<file path="config.mk">
export PLATFORM = sky130hd
export DESIGN_NAME = sim_data_gen_sched
export DESIGN_NICKNAME = d
export VERILOG_FILES = /design/src/rtl/sim_data_gen_sched.sv
export SDC_FILE = /design/constraint.sdc
export NUM_CORES = 1
export LEC_CHECK = 0
export CAP_MARGIN = 30
export CELL_PAD_IN_SITES_DETAIL_PLACEMENT = 0
export CELL_PAD_IN_SITES_GLOBAL_PLACEMENT = 1
export CORE_ASPECT_RATIO = 0.8
export CORE_MARGIN = 2
export CORE_UTILIZATION = 39
export CTS_CLUSTER_DIAMETER = 40
export DETAILED_ROUTE_END_ITERATION = 16
export PLACE_DENSITY = 0.81
export SLEW_MARGIN = 20
export SYNTH_ARGS = -nofsm -noshare
export SYNTH_HDL_FRONTEND = slang
export SYNTH_SLANG_ARGS = --single-unit
export TNS_END_PERCENT = 20
</file>
<file path="constraint.sdc">
create_clock -name clk -period 3.85 [get_ports clk]
set_clock_uncertainty 0.05 [all_clocks]
set_input_delay 0.77 -clock clk [delete_from_list [all_inputs] [get_ports clk]]
set_output_delay 0.77 -clock clk [all_outputs]
set_load 0.01 [all_outputs]
</file>
<file path="src/rtl/sim_data_gen_sched.sv">
// Purpose : burst scheduler for the simulated data generator on the DDR FIFO write path.
// Latency : start -> gen_en in 2 cycles when FIFO space is available; all outputs registered.
// Backpr. : a burst is triggered only when fifo_free >= BURST_LEN; otherwise waits in WAIT_SPACE.
//
// Ports:
//   clk, rst_n          clock and synchronous active-low reset
//   start, stop         run control pulses (start honoured in IDLE only, stop ends after current burst)
//   cfg_burst_num       bursts per run, 0 = continuous; latched on accepted start
//   cfg_gap             idle cycles after each burst; latched on accepted start
//   fifo_free           free entries in the downstream FIFO
//   gen_en / gen_valid  one-cycle enable pulse to the generator / returned valid beats
//   busy, done          not-IDLE indicator / one-cycle completion pulse
//   err_timeout         sticky: generator stalled mid-burst
//   err_spurious        sticky: gen_valid seen while no burst was being collected
//   burst_cnt           bursts completed since the last accepted start (saturating)
module sim_data_gen_sched #(
    parameter int BURST_LEN = 256,
    parameter int FREE_W    = 16,
    parameter int GAP_W     = 16,
    parameter int CNT_W     = 16,
    parameter int TIMEOUT   = 1024
) (
    input  logic              clk,
    input  logic              rst_n,
    input  logic              start,
    input  logic              stop,
    input  logic [CNT_W-1:0]  cfg_burst_num,
    input  logic [GAP_W-1:0]  cfg_gap,
    input  logic [FREE_W-1:0] fifo_free,
    output logic              gen_en,
    input  logic              gen_valid,
    output logic              busy,
    output logic              done,
    output logic              err_timeout,
    output logic              err_spurious,
    output logic [CNT_W-1:0]  burst_cnt
);

    localparam int BEAT_W = $clog2(BURST_LEN + 1);
    localparam int TMO_W  = $clog2(TIMEOUT + 1);

    localparam logic [FREE_W-1:0] BURST_FREE = FREE_W'(BURST_LEN);
    localparam logic [BEAT_W-1:0] BEAT_LAST  = BEAT_W'(BURST_LEN);
    localparam logic [TMO_W-1:0]  TMO_LIM    = TMO_W'(TIMEOUT);

    typedef enum logic [2:0] {
        IDLE,
        WAIT_SPACE,
        TRIG,
        COLLECT,
        GAP,
        DONE
    } state_t;

    state_t            state_q, state_d;
    logic [CNT_W-1:0]  cfg_burst_num_q, cfg_burst_num_d;
    logic [GAP_W-1:0]  cfg_gap_q, cfg_gap_d;
    logic [GAP_W-1:0]  gap_cnt_q, gap_cnt_d;
    logic [BEAT_W-1:0] beat_cnt_q, beat_cnt_d;
    logic [TMO_W-1:0]  tmo_cnt_q, tmo_cnt_d;
    logic [CNT_W-1:0]  burst_cnt_q, burst_cnt_d;
    logic              stop_pending_q, stop_pending_d;
    logic              gen_en_q, gen_en_d;
    logic              busy_q, busy_d;
    logic              done_q, done_d;
    logic              err_timeout_q, err_timeout_d;
    logic              err_spurious_q, err_spurious_d;

    // Scratch values for the COLLECT decision.
    logic              stop_req;
    logic [BEAT_W-1:0] beat_next;
    logic [TMO_W-1:0]  tmo_next;
    logic [CNT_W-1:0]  burst_next;

    always_comb begin
        state_d         = state_q;
        cfg_burst_num_d = cfg_burst_num_q;
        cfg_gap_d       = cfg_gap_q;
        gap_cnt_d       = gap_cnt_q;
        beat_cnt_d      = beat_cnt_q;
        tmo_cnt_d       = tmo_cnt_q;
        burst_cnt_d     = burst_cnt_q;
        err_timeout_d   = err_timeout_q;
        err_spurious_d  = err_spurious_q;
        gen_en_d        = 1'b0;

        // A stop arriving in the same cycle as a decision is acted on at once.
        stop_req       = stop_pending_q | stop;
        stop_pending_d = stop_pending_q | (stop && (state_q != IDLE));

        beat_next  = beat_cnt_q + 1'b1;
        tmo_next   = tmo_cnt_q + 1'b1;
        burst_next = (&burst_cnt_q) ? burst_cnt_q : burst_cnt_q + 1'b1;

        case (state_q)
            IDLE: begin
                if (start) begin
                    cfg_burst_num_d = cfg_burst_num;
                    cfg_gap_d       = cfg_gap;
                    burst_cnt_d     = '0;
                    err_timeout_d   = 1'b0;
                    err_spurious_d  = 1'b0;
                    stop_pending_d  = 1'b0;
                    state_d         = WAIT_SPACE;
                end
            end
            WAIT_SPACE: begin
                if (stop_req) begin
                    state_d = DONE;
                end else if (fifo_free >= BURST_FREE) begin
                    gen_en_d = 1'b1;
                    state_d  = TRIG;
                end
            end
            TRIG: begin
                beat_cnt_d = '0;
                tmo_cnt_d  = '0;
                state_d    = COLLECT;
            end
            COLLECT: begin
                if (gen_valid) begin
                    beat_cnt_d = beat_next;
                    tmo_cnt_d  = '0;
                    if (beat_next == BEAT_LAST) begin
                        burst_cnt_d = burst_next;
                        if (stop_req || ((cfg_burst_num_q != '0) && (burst_next == cfg_burst_num_q))) begin
                            state_d = DONE;
                        end else if (cfg_gap_q != '0) begin
                            gap_cnt_d = '0;
                            state_d   = GAP;
                        end else begin
                            state_d = WAIT_SPACE;
                        end
                    end
                end else begin
                    tmo_cnt_d = tmo_next;
                    if (tmo_next == TMO_LIM) begin
                        err_timeout_d = 1'b1;
                        state_d       = DONE;
                    end
                end
            end
            GAP: begin
                if (stop_req) begin
                    state_d = DONE;
                end else if (gap_cnt_q == cfg_gap_q - 1'b1) begin
                    state_d = WAIT_SPACE;
                end else begin
                    gap_cnt_d = gap_cnt_q + 1'b1;
                end
            end
            DONE: begin
                stop_pending_d = 1'b0;
                state_d        = IDLE;
            end
            default: state_d = IDLE;
        endcase

        // Applied after the start clear so a beat coinciding with start is still flagged.
        if (gen_valid && (state_q != COLLECT)) begin
            err_spurious_d = 1'b1;
        end

        busy_d = (state_d != IDLE);
        done_d = (state_d == DONE);
    end

    always_ff @(posedge clk) begin
        if (!rst_n) begin
            state_q         <= IDLE;
            cfg_burst_num_q <= '0;
            cfg_gap_q       <= '0;
            gap_cnt_q       <= '0;
            beat_cnt_q      <= '0;
            tmo_cnt_q       <= '0;
            burst_cnt_q     <= '0;
            stop_pending_q  <= 1'b0;
            gen_en_q        <= 1'b0;
            busy_q          <= 1'b0;
            done_q          <= 1'b0;
            err_timeout_q   <= 1'b0;
            err_spurious_q  <= 1'b0;
        end else begin
            state_q         <= state_d;
            cfg_burst_num_q <= cfg_burst_num_d;
            cfg_gap_q       <= cfg_gap_d;
            gap_cnt_q       <= gap_cnt_d;
            beat_cnt_q      <= beat_cnt_d;
            tmo_cnt_q       <= tmo_cnt_d;
            burst_cnt_q     <= burst_cnt_d;
            stop_pending_q  <= stop_pending_d;
            gen_en_q        <= gen_en_d;
            busy_q          <= busy_d;
            done_q          <= done_d;
            err_timeout_q   <= err_timeout_d;
            err_spurious_q  <= err_spurious_d;
        end
    end

    assign gen_en       = gen_en_q;
    assign busy         = busy_q;
    assign done         = done_q;
    assign err_timeout  = err_timeout_q;
    assign err_spurious = err_spurious_q;
    assign burst_cnt    = burst_cnt_q;

endmodule

</file>
# ---- Word level (Yosys, flattened, before mapping)
# Index checks and enable logic that the tools add are counted.
dict set report op_classes {
  reduce_logical 22
  n_addsub 5
  muxes 36
  eq_ne 20
  bitwise 4
  order_cmp 1
}
# operator n
set op_table {}
lappend op_table {{2-to-1 mux 16 bit} 10}
lappend op_table {{case mux 16 bit (2 select lines)} 2}
lappend op_table {{adder 16 x 1 -> 16 bit, second input constant} 2}
lappend op_table {{== test 16 bit} 2}
lappend op_table {{nonzero test 16 bit} 2}
lappend op_table {{2-to-1 mux 3 bit} 10}
lappend op_table {{case mux 11 bit (2 select lines)} 1}
lappend op_table {{inequality test 2 bit, second input constant} 9}
lappend op_table {{case mux 9 bit (2 select lines)} 1}
lappend op_table {{greater-or-equal comparator 16 x 9 -> 1 bit, second input constant} 1}
lappend op_table {{AND reduction 16 bit} 1}
lappend op_table {{subtractor 16 x 1 -> 16 bit, second input constant} 1}
lappend op_table {{case mux 3 bit (5 select lines)} 1}
lappend op_table {{adder 11 x 1 -> 11 bit, second input constant} 1}
lappend op_table {{== test 11 bit, second input constant} 1}
lappend op_table {{2-to-1 mux 11 bit} 1}
lappend op_table {{nonzero test 2 bit} 5}
lappend op_table {{adder 9 x 1 -> 9 bit, second input constant} 1}
lappend op_table {{== test 3 bit, second input constant} 3}
lappend op_table {{== test 9 bit, second input constant} 1}
lappend op_table {{2-to-1 mux 9 bit} 1}
lappend op_table {{AND reduction 4 bit} 2}
lappend op_table {{2-to-1 mux 1 bit} 7}
lappend op_table {{AND reduction 7 bit} 1}
lappend op_table {{other kinds (12)} 21}
dict set report word_totals {
  register_bits 93
  elab_cells 101
  inputBits 53
  out_inout_bits 21
}

# ---- Longest topological paths before layout
# Gate-level depths: netlist of run 1.
dict set report depth {
  depth_word 10
  depth_mapped 13
  mapped_depth_nobuf 11
}

# ---- Least setup slack after synthesis of run 1
# OpenSTA, ideal clock, no wires.
dict set report synth_path {
  path_type {reg2reg}
  from {register burst_cnt_q[0], in the netlist burst_cnt[0]}
  to {register gap_cnt_q[11]}
  path_slack_ps 682
  required_time_ps 3682
  setup_ps 118
  path_stages_with_launch 12
  n_path_buf 1
  arrival_ps 3000
  synth_period_minus_slack_ps 3168
  path_cell_list {dfxtp_1 ha_1 buf_2 nand3_1 nor4_2 xnor3_1 and3_1 a311oi_1 nand2_1 and3_4 or4_1 mux2i_1}
}
dict set report synth_via {
  elab_chain_len 7
  word_cells_on_any_way 8
  cone_classes {add/sub (1); eq/ne (2); mux (1); reduce/logical (4)}
}
# element line_no
set synth_lines {}
lappend synth_lines {{start: declaration} 61} ;# logic [CNT_W-1:0] burst_cnt_q, burst_cnt_d;
lappend synth_lines {{start signal: assignment} 190} ;# burst_cnt_q <= burst_cnt_d;
lappend synth_lines {{adder 16 x 1 -> 16 bit or AND reduction 16 bit (tied branches)} 93} ;# burst_next = (&burst_cnt_q) ? burst_cnt_q : burst_cnt_q + 1'b1;
lappend synth_lines {{2-to-1 mux 16 bit *} 93}
lappend synth_lines {{== test 16 bit *} 126} ;# if (stop_req || ((cfg_burst_num_q != '0) && (burst_next == cfg_burst_num_q))) begin
lappend synth_lines {{logical AND 1 bit *} 126}
lappend synth_lines {{logical OR 1 bit *} 126}
lappend synth_lines {{inequality test 2 bit (no source line) *} n/a}
lappend synth_lines {{AND reduction 7 bit (no source line) *} n/a}
lappend synth_lines {{end signal: assignment} 187} ;# gap_cnt_q <= gap_cnt_d;
lappend synth_lines {{end: declaration} 58} ;# logic [GAP_W-1:0] gap_cnt_q, gap_cnt_d;
# Every way passes the cells marked *; elsewhere a longest branch is shown, timed or not.
# A chain may end at the register's enable or synchronous reset.

# ---- Worst setup path in the final report of run 1
# Ends and elaborated chain as after synthesis.

==> results of run 1 <==
## metrics by stage
| stage | std cells | util (%) | TNS [ns] | total power (W) |
|---|---|---|---|---|
| 2_1_floorplan | 790 | - | 0 | 0.00182 |
| 4_1_cts | 1045 | 47.8 | 0 | 0.00315 |
| 6_report | 1045 | 48.0 | 0 | 0.00313 |
| 3_5_place_dp | 1029 | 45.6 | 0 | 0.00215 |
| 5_1_grt | 1045 | 48.0 | -0.00912 | 0.00330 |
| 3_3_place_gp | 1029 | 45.6 | 0 | 0.00212 |
## logic make-up after synthesis
logic type               Yosys count  share of synthesized area (%)
AND/OR/NAND/NOR                  409                           35.8
AO/OA/AOI/OAI                    173                           18.4
flip-flops                        93                           31.7
buffers and inverters             59                           4.65
XOR/XNOR                          40                           6.44
multiplexers                      10                           1.73
adder cells (fa/ha/maj)            6                           1.28
## power by group through the flow
stage	Clock (W)	Combinational (W)	Sequential [W]
global route	0.00105	0.00107	0.00119
CTS	0.00102	0.000964	0.00117
detailed placement	0	0.000957	0.00119
floorplan	0	0.000692	0.00113
finish	0.000993	0.000968	0.00117
global placement	0	0.000934	0.00119
## metal layers
metal	track usage, %	vias to the layer above	share of wire, %	wire length (um)
met3	4.41	39	5.4	983
met1	32.4	2918	49	8860
li1	-	2983	-	-
met2	35.1	184	43	7800
met4	7.93	0	2.6	478
met5	0	-	0	0
## flip-flops by register name (all words and copies together) (netlist names)
signal	count
err_timeout	1
burst_cnt	16
tmo_cnt_q	11
err_spurious	1
gen_en	1
busy	1
cfg_gap_q	16
state_q	3
stop_pending_q	1
cfg_burst_num_q	16
beat_cnt_q	9
done	1
gap_cnt_q	16
## layout by cell type (no fill, tap or decap), drive strengths merged, types with 5 or more instances in the layout
| cell | instances |
|---|---|
| a21oi | 80 |
| a22oi | 9 |
| a31oi | 7 |
| and2 | 6 |
| and3 | 19 |
| buf | 33 |
| clkbuf | 11 |
| clkdlybuf4s50 | 65 |
| dfxtp | 93 |
| ha | 6 |
| inv | 12 |
| mux2i | 9 |
| nand2 | 121 |
| nand2b | 8 |
| nand3 | 37 |
| nand4 | 28 |
| nand4b | 5 |
| nor2 | 82 |
| nor3 | 34 |
| nor4 | 22 |
| o21ai | 34 |
| or3 | 10 |
| or4 | 9 |
| xnor2 | 21 |
| xor2 | 17 |
## worst reg2reg max path: stages (launching register included)
cell and delay [ns]:
dfxtp_1 0.48, ha_1 0.24, buf_4 0.15, and3_1 0.36, nand4_1 0.21, mux2i_1 0.26, xor2_1 0.28, nand4_1 0.14
or4_1 0.65, a21oi_2 0.41, nand2b_1 0.13, mux2i_1 0.15
## timing repair
item                                    in CTS  in global routing
hold endpoints to repair                     0                  0
endpoints found under the setup margin       0                  8
resized for setup                            0                  5
hold buffers                                 0                  0
## worst max path at each step
| stage | startpoint | endpoint | cells past startpoint |
|---|---|---|---|
| 6_report | burst_cnt[0] | gap_cnt_q[11] | 11 |
| 2_1_floorplan | burst_cnt[0] | gap_cnt_q[11] | 11 |
| 4_1_cts | burst_cnt[0] | gap_cnt_q[11] | 10 |
| 5_1_grt | burst_cnt[0] | gap_cnt_q[12] | 11 |
| 3_3_place_gp | burst_cnt[0] | gap_cnt_q[11] | 11 |
| 3_5_place_dp | burst_cnt[0] | gap_cnt_q[10] | 10 |
## area by class of cell
type / instances / area [um2]
sequential: 93 / 1860
tap: 189 / 236
clock buffer: 11 / 243
timing repair buffer: 98 / 898
clock inverter: 5 / 81.3
fill: 1502 / 7730
inverter: 11 / 41.3
multi-input combinational: 638 / 3770
==> metrics.cfg, run 1 <==
[run_status]
status=finished, final reports clean

[global_route]
grt_pass1_wl_um=29200
overflow=0
antenna_found_initial=0
grt_max_degree=39
grtUsageTotal_pct=22.9
grt_pass1_vias=5598

[floorplan]
die-width_um=141
num_rows=40
die_area_um2=16100
ios=74
core_area_um2=14900
die_height_um=114
initial_core_util_pct=39.5

[cells_and_area]
final_cell_area_um2=7130
antenna_cells=0
drive_gt1_share_pct=9.35
nets=910
areaGrowthSynthToFinish_pct=21.5

[min_path]
min_path_type=flip-flop to flip-flop
holdPathEnd=gap_cnt_q[15]
min_path_cells=2
min_from=gap_cnt_q[15]

[yosys]
ys.flop_type=dfxtp_1
yosys.cell_count.top_type=nand2_1
synth-async-reset-ratio_pct=0
synth-seq-cells=93
syn_avg_cell_area_um2=7.43
synth_commonest_cells=121 x nand2_1, 93 x dfxtp_1, 81 x nor2_1
synth.distinct_cells=74
synth_nets=849
yosys.area.top_type=dfxtp_1
syn-cell-area_um2=5870
synthCells=790
ys_seq_area_share_pct=31.7
ys_warn_count=0
netlist_top_cells_area=dfxtp_1 32%, nand2_1 7.7%, a21oi_1 6.7%, nor2_1 5.2%, xnor2_1 3.1%
synth_top_cell_area_share_pct=31.7
synth_edf_count=0

[worst_setup_path]
critical-path-max-stage-delay_ns=0.65
cp.required_ns=4.08
r2r_setup_slack_ns=0.27
crit_family=simple AND/OR/NAND/NOR gates
path_max_fanout=8
crit_arrival_ns=3.81
cp-start-kind=flip-flop
critical_path_buf_inv_count=1
r2r-start=burst_cnt[0]
path_cells=ha_1 -> buf_4 -> and3_1 -> nand4_1 -> mux2i_1 -> xor2_1 -> nand4_1 -> or4_1 -> a21oi_2 -> nand2b_1 -> mux2i_1
reg2reg_to=gap_cnt_q[11]
path_class=flip-flop to flip-flop
rr_worst_depth=11
slowest_stage=or4_1
cp-end-kind=flip-flop

[pwr]
power.internal_w=0.00204
netSwitchingFraction_pct=34.9
seqPwrFrac_pct=37.4
peakVddDrop_mv=0.231
switchingPower_w=0.00109
pwr-share-comb_pct=30.9
p_clk_share_pct=31.7
powerDensity_nw_per_um2=439
power.leakage_nw=2.55

[placed_design]
port_buffers=65
place.gp.congestion=0.921
hpwl_um=13500
place_area_um2=6780
dp_slack_ns=0.260

[sta]
post-route-period-util_pct=92.9
hold_ws_ns=0.438
fin_crit_ns=3.58
hold_violations=0
finalWorstSetupSlack_ns=0.273
setup_violations=0
final_max_slew_viol_count=0
fmax_mhz=280
max_slew_margin_pct=51.2
worst_pin_slew_ns=0.732

[detailed_routing]
vias=6124
finalWirelength_um=18100
drcViolationCount=0
first_pass_iters=5
postRouteAntennaNets=0
vias_per_cell=5.86
drt_first_iter_violations=504
wl_per_cell_um=17.3

[clock_network]
clkTransAtPathRegs_ns=0.07
cts_tree=done
numCtsBuffers=9
cts_buffer_depth=2
post_cts_buffers=0
clock-sinks=93
clock_latency_ns=0.36
htreeDepth=3
clockRootBuffer=clkbuf_16

[flow_run]
maxCapViolations=0

(Power assumes the default switching activity.)
==> run 2: changes to the inputs <==
CELL_PAD_IN_SITES_DETAIL_PLACEMENT = not set   (was 0)
CELL_PAD_IN_SITES_GLOBAL_PLACEMENT = not set   (was 1)
PLACE_DENSITY = 0.64   (was 0.81)
==> metrics.cfg, run 2 (synthesis results as in run 1) <==
[min_path]
min_path_type=flip-flop to flip-flop
min_path_cells=2
holdPathEnd=cfg_burst_num_q[3]
min_from=cfg_burst_num_q[3]

[sta]
fmax_mhz=285
setup_violations=0
tns_ns=0
fin_crit_ns=3.51
max_slew_margin_pct=44.0
hold_ws_ns=0.436
rsz0062_at_grt=false
worst_pin_slew_ns=0.836
final_max_slew_viol_count=0
hold_violations=0
post-route-period-util_pct=91.1

[worst_setup_path]
cpMostUsedCell=nand4_1
rr_worst_depth=11
slowest_stage=or4_1
crit_arrival_ns=3.76
critical_path_buf_inv_count=1
path_max_fanout=11
cp.required_ns=4.10
r2r-start=burst_cnt[1]
path_cells=ha_1 -> buf_4 -> and3_1 -> nand4_1 -> mux2i_1 -> xor2_1 -> nand4_1 -> or4_1 -> a21o_1 -> a211o_1 -> nand2_1
r2r_setup_slack_ns=0.34
reg2reg_to=gap_cnt_q[5]
cp-end-kind=flip-flop
path_class=flip-flop to flip-flop
critical-path-max-stage-delay_ns=0.67
crit_family=simple AND/OR/NAND/NOR gates
cp-start-kind=flip-flop

[placed_design]
port_buffers=65
hpwl_um=12300
place.gp.congestion=0.923

[cells_and_area]
seqCellArea_um2=1860
areaGrowthSynthToFinish_pct=21.3
final_util_pct=47.9
nets=911
drive_gt1_share_pct=9.10
final_common_cell=nand2_1
final_cell_mix=121 x nand2_1, 93 x dfxtp_1, 81 x nor2_1, 79 x a21oi_1, 65 x clkdlybuf4s50_1
antenna_cells=0
nFillCells=1510
multiInputGateArea_um2=3740

[clock_network]
hold_buffers=0
htreeDepth=3
clockRootBuffer=clkbuf_16
post_cts_buffers=0
clock_latency_ns=0.36
clkTransAtPathRegs_ns=0.07
cts_tree=done
cts_resized=0
cts_buffer_depth=2
clock-sinks=93
numCtsBuffers=9

[detailed_routing]
drt_first_iter_violations=461
postRouteAntennaNets=0
finalWirelength_um=16900
drcViolationCount=0
vias_per_cell=5.73
first_pass_iters=5
vias=5992
wl_per_cell_um=16.1

[global_route]
overflow=0
antenna_found_initial=0
grt_max_degree=33
grtUsageTotal_pct=21.7
grt_pass1_wl_um=27800
grt_pass1_vias=5416

[pwr]
peakVddDrop_mv=0.304
power.internal_w=0.00204
powerDensity_nw_per_um2=439
p_clk_share_pct=32.0
pwr-share-comb_pct=30.7
switchingPower_w=0.00108
seqPwrFrac_pct=37.3
netSwitchingFraction_pct=34.6
power.leakage_nw=2.54

[floorplan]
initial_core_util_pct=39.5
die_height_um=114
ios=74
num_rows=40
core_area_um2=14900
die_area_um2=16100
die-width_um=141

[run_status]
status=finished, final reports clean

[flow_run]
maxCapViolations=0

run 2: routing by layer:
| metal | track usage, % | vias up | wire length [um] |
|---|---|---|---|
| met4 | 6.33 | 0 | 386 |
| met2 | 32.3 | 202 | 7000 |
| met3 | 4.74 | 29 | 999 |
| met5 | 0 | - | 0 |
| li1 | - | 2993 | - |
| met1 | 31.6 | 2768 | 8480 |
run 2: power by group through the flow:
stage / registers, W / logic (W) / clock network (W)
6_report: 0.00116 / 0.000960 / 0.00100
5_1_grt: 0.00118 / 0.00107 / 0.00107
2_1_floorplan: 0.00113 / 0.000692 / 0
4_1_cts: 0.00116 / 0.000956 / 0.00103
3_3_place_gp: 0.00118 / 0.000949 / 0
3_5_place_dp: 0.00119 / 0.000949 / 0
run 2: worst min-delay path, delay by kind of cell, from the launching register on:
kind	cells	cell delay [ns]
compound gates	1	0.05
flops	1	0.33
simple gates	1	0.06
run 2: metrics by stage:
step           total power [W]  setup slack [ns]  cells  area (um2)
5_1_grt                0.00332            0.0928   1046        7120
3_5_place_dp           0.00213             0.395   1030        6790
6_report               0.00313             0.343   1046        7120
2_1_floorplan          0.00182             0.682    790        5870
4_1_cts                0.00315             0.370   1046        7120
3_3_place_gp           0.00213             0.430   1030        6790
run 2: worst max path at each step:
stage                 start       endpoint  slack (ns)  cells after the start
2_1_floorplan  burst_cnt[0]  gap_cnt_q[11]        0.68                     11
3_3_place_gp   burst_cnt[1]   gap_cnt_q[5]        0.43                     11
3_5_place_dp   burst_cnt[1]   gap_cnt_q[3]        0.40                     11
4_1_cts        burst_cnt[1]   gap_cnt_q[3]        0.37                     11
5_1_grt        burst_cnt[1]   gap_cnt_q[3]        0.09                     11
6_report       burst_cnt[1]   gap_cnt_q[5]        0.34                     11
run 2: area by class of cell:
class                   instances  area share (%)
flip-flops and latches         93            26.1
multi-input cells             638            52.6
well taps                     189            3.32
clock inverters                 6            1.32
repair buffers                 99            12.7
clock buffers                  10            3.36
inverters                      11           0.580
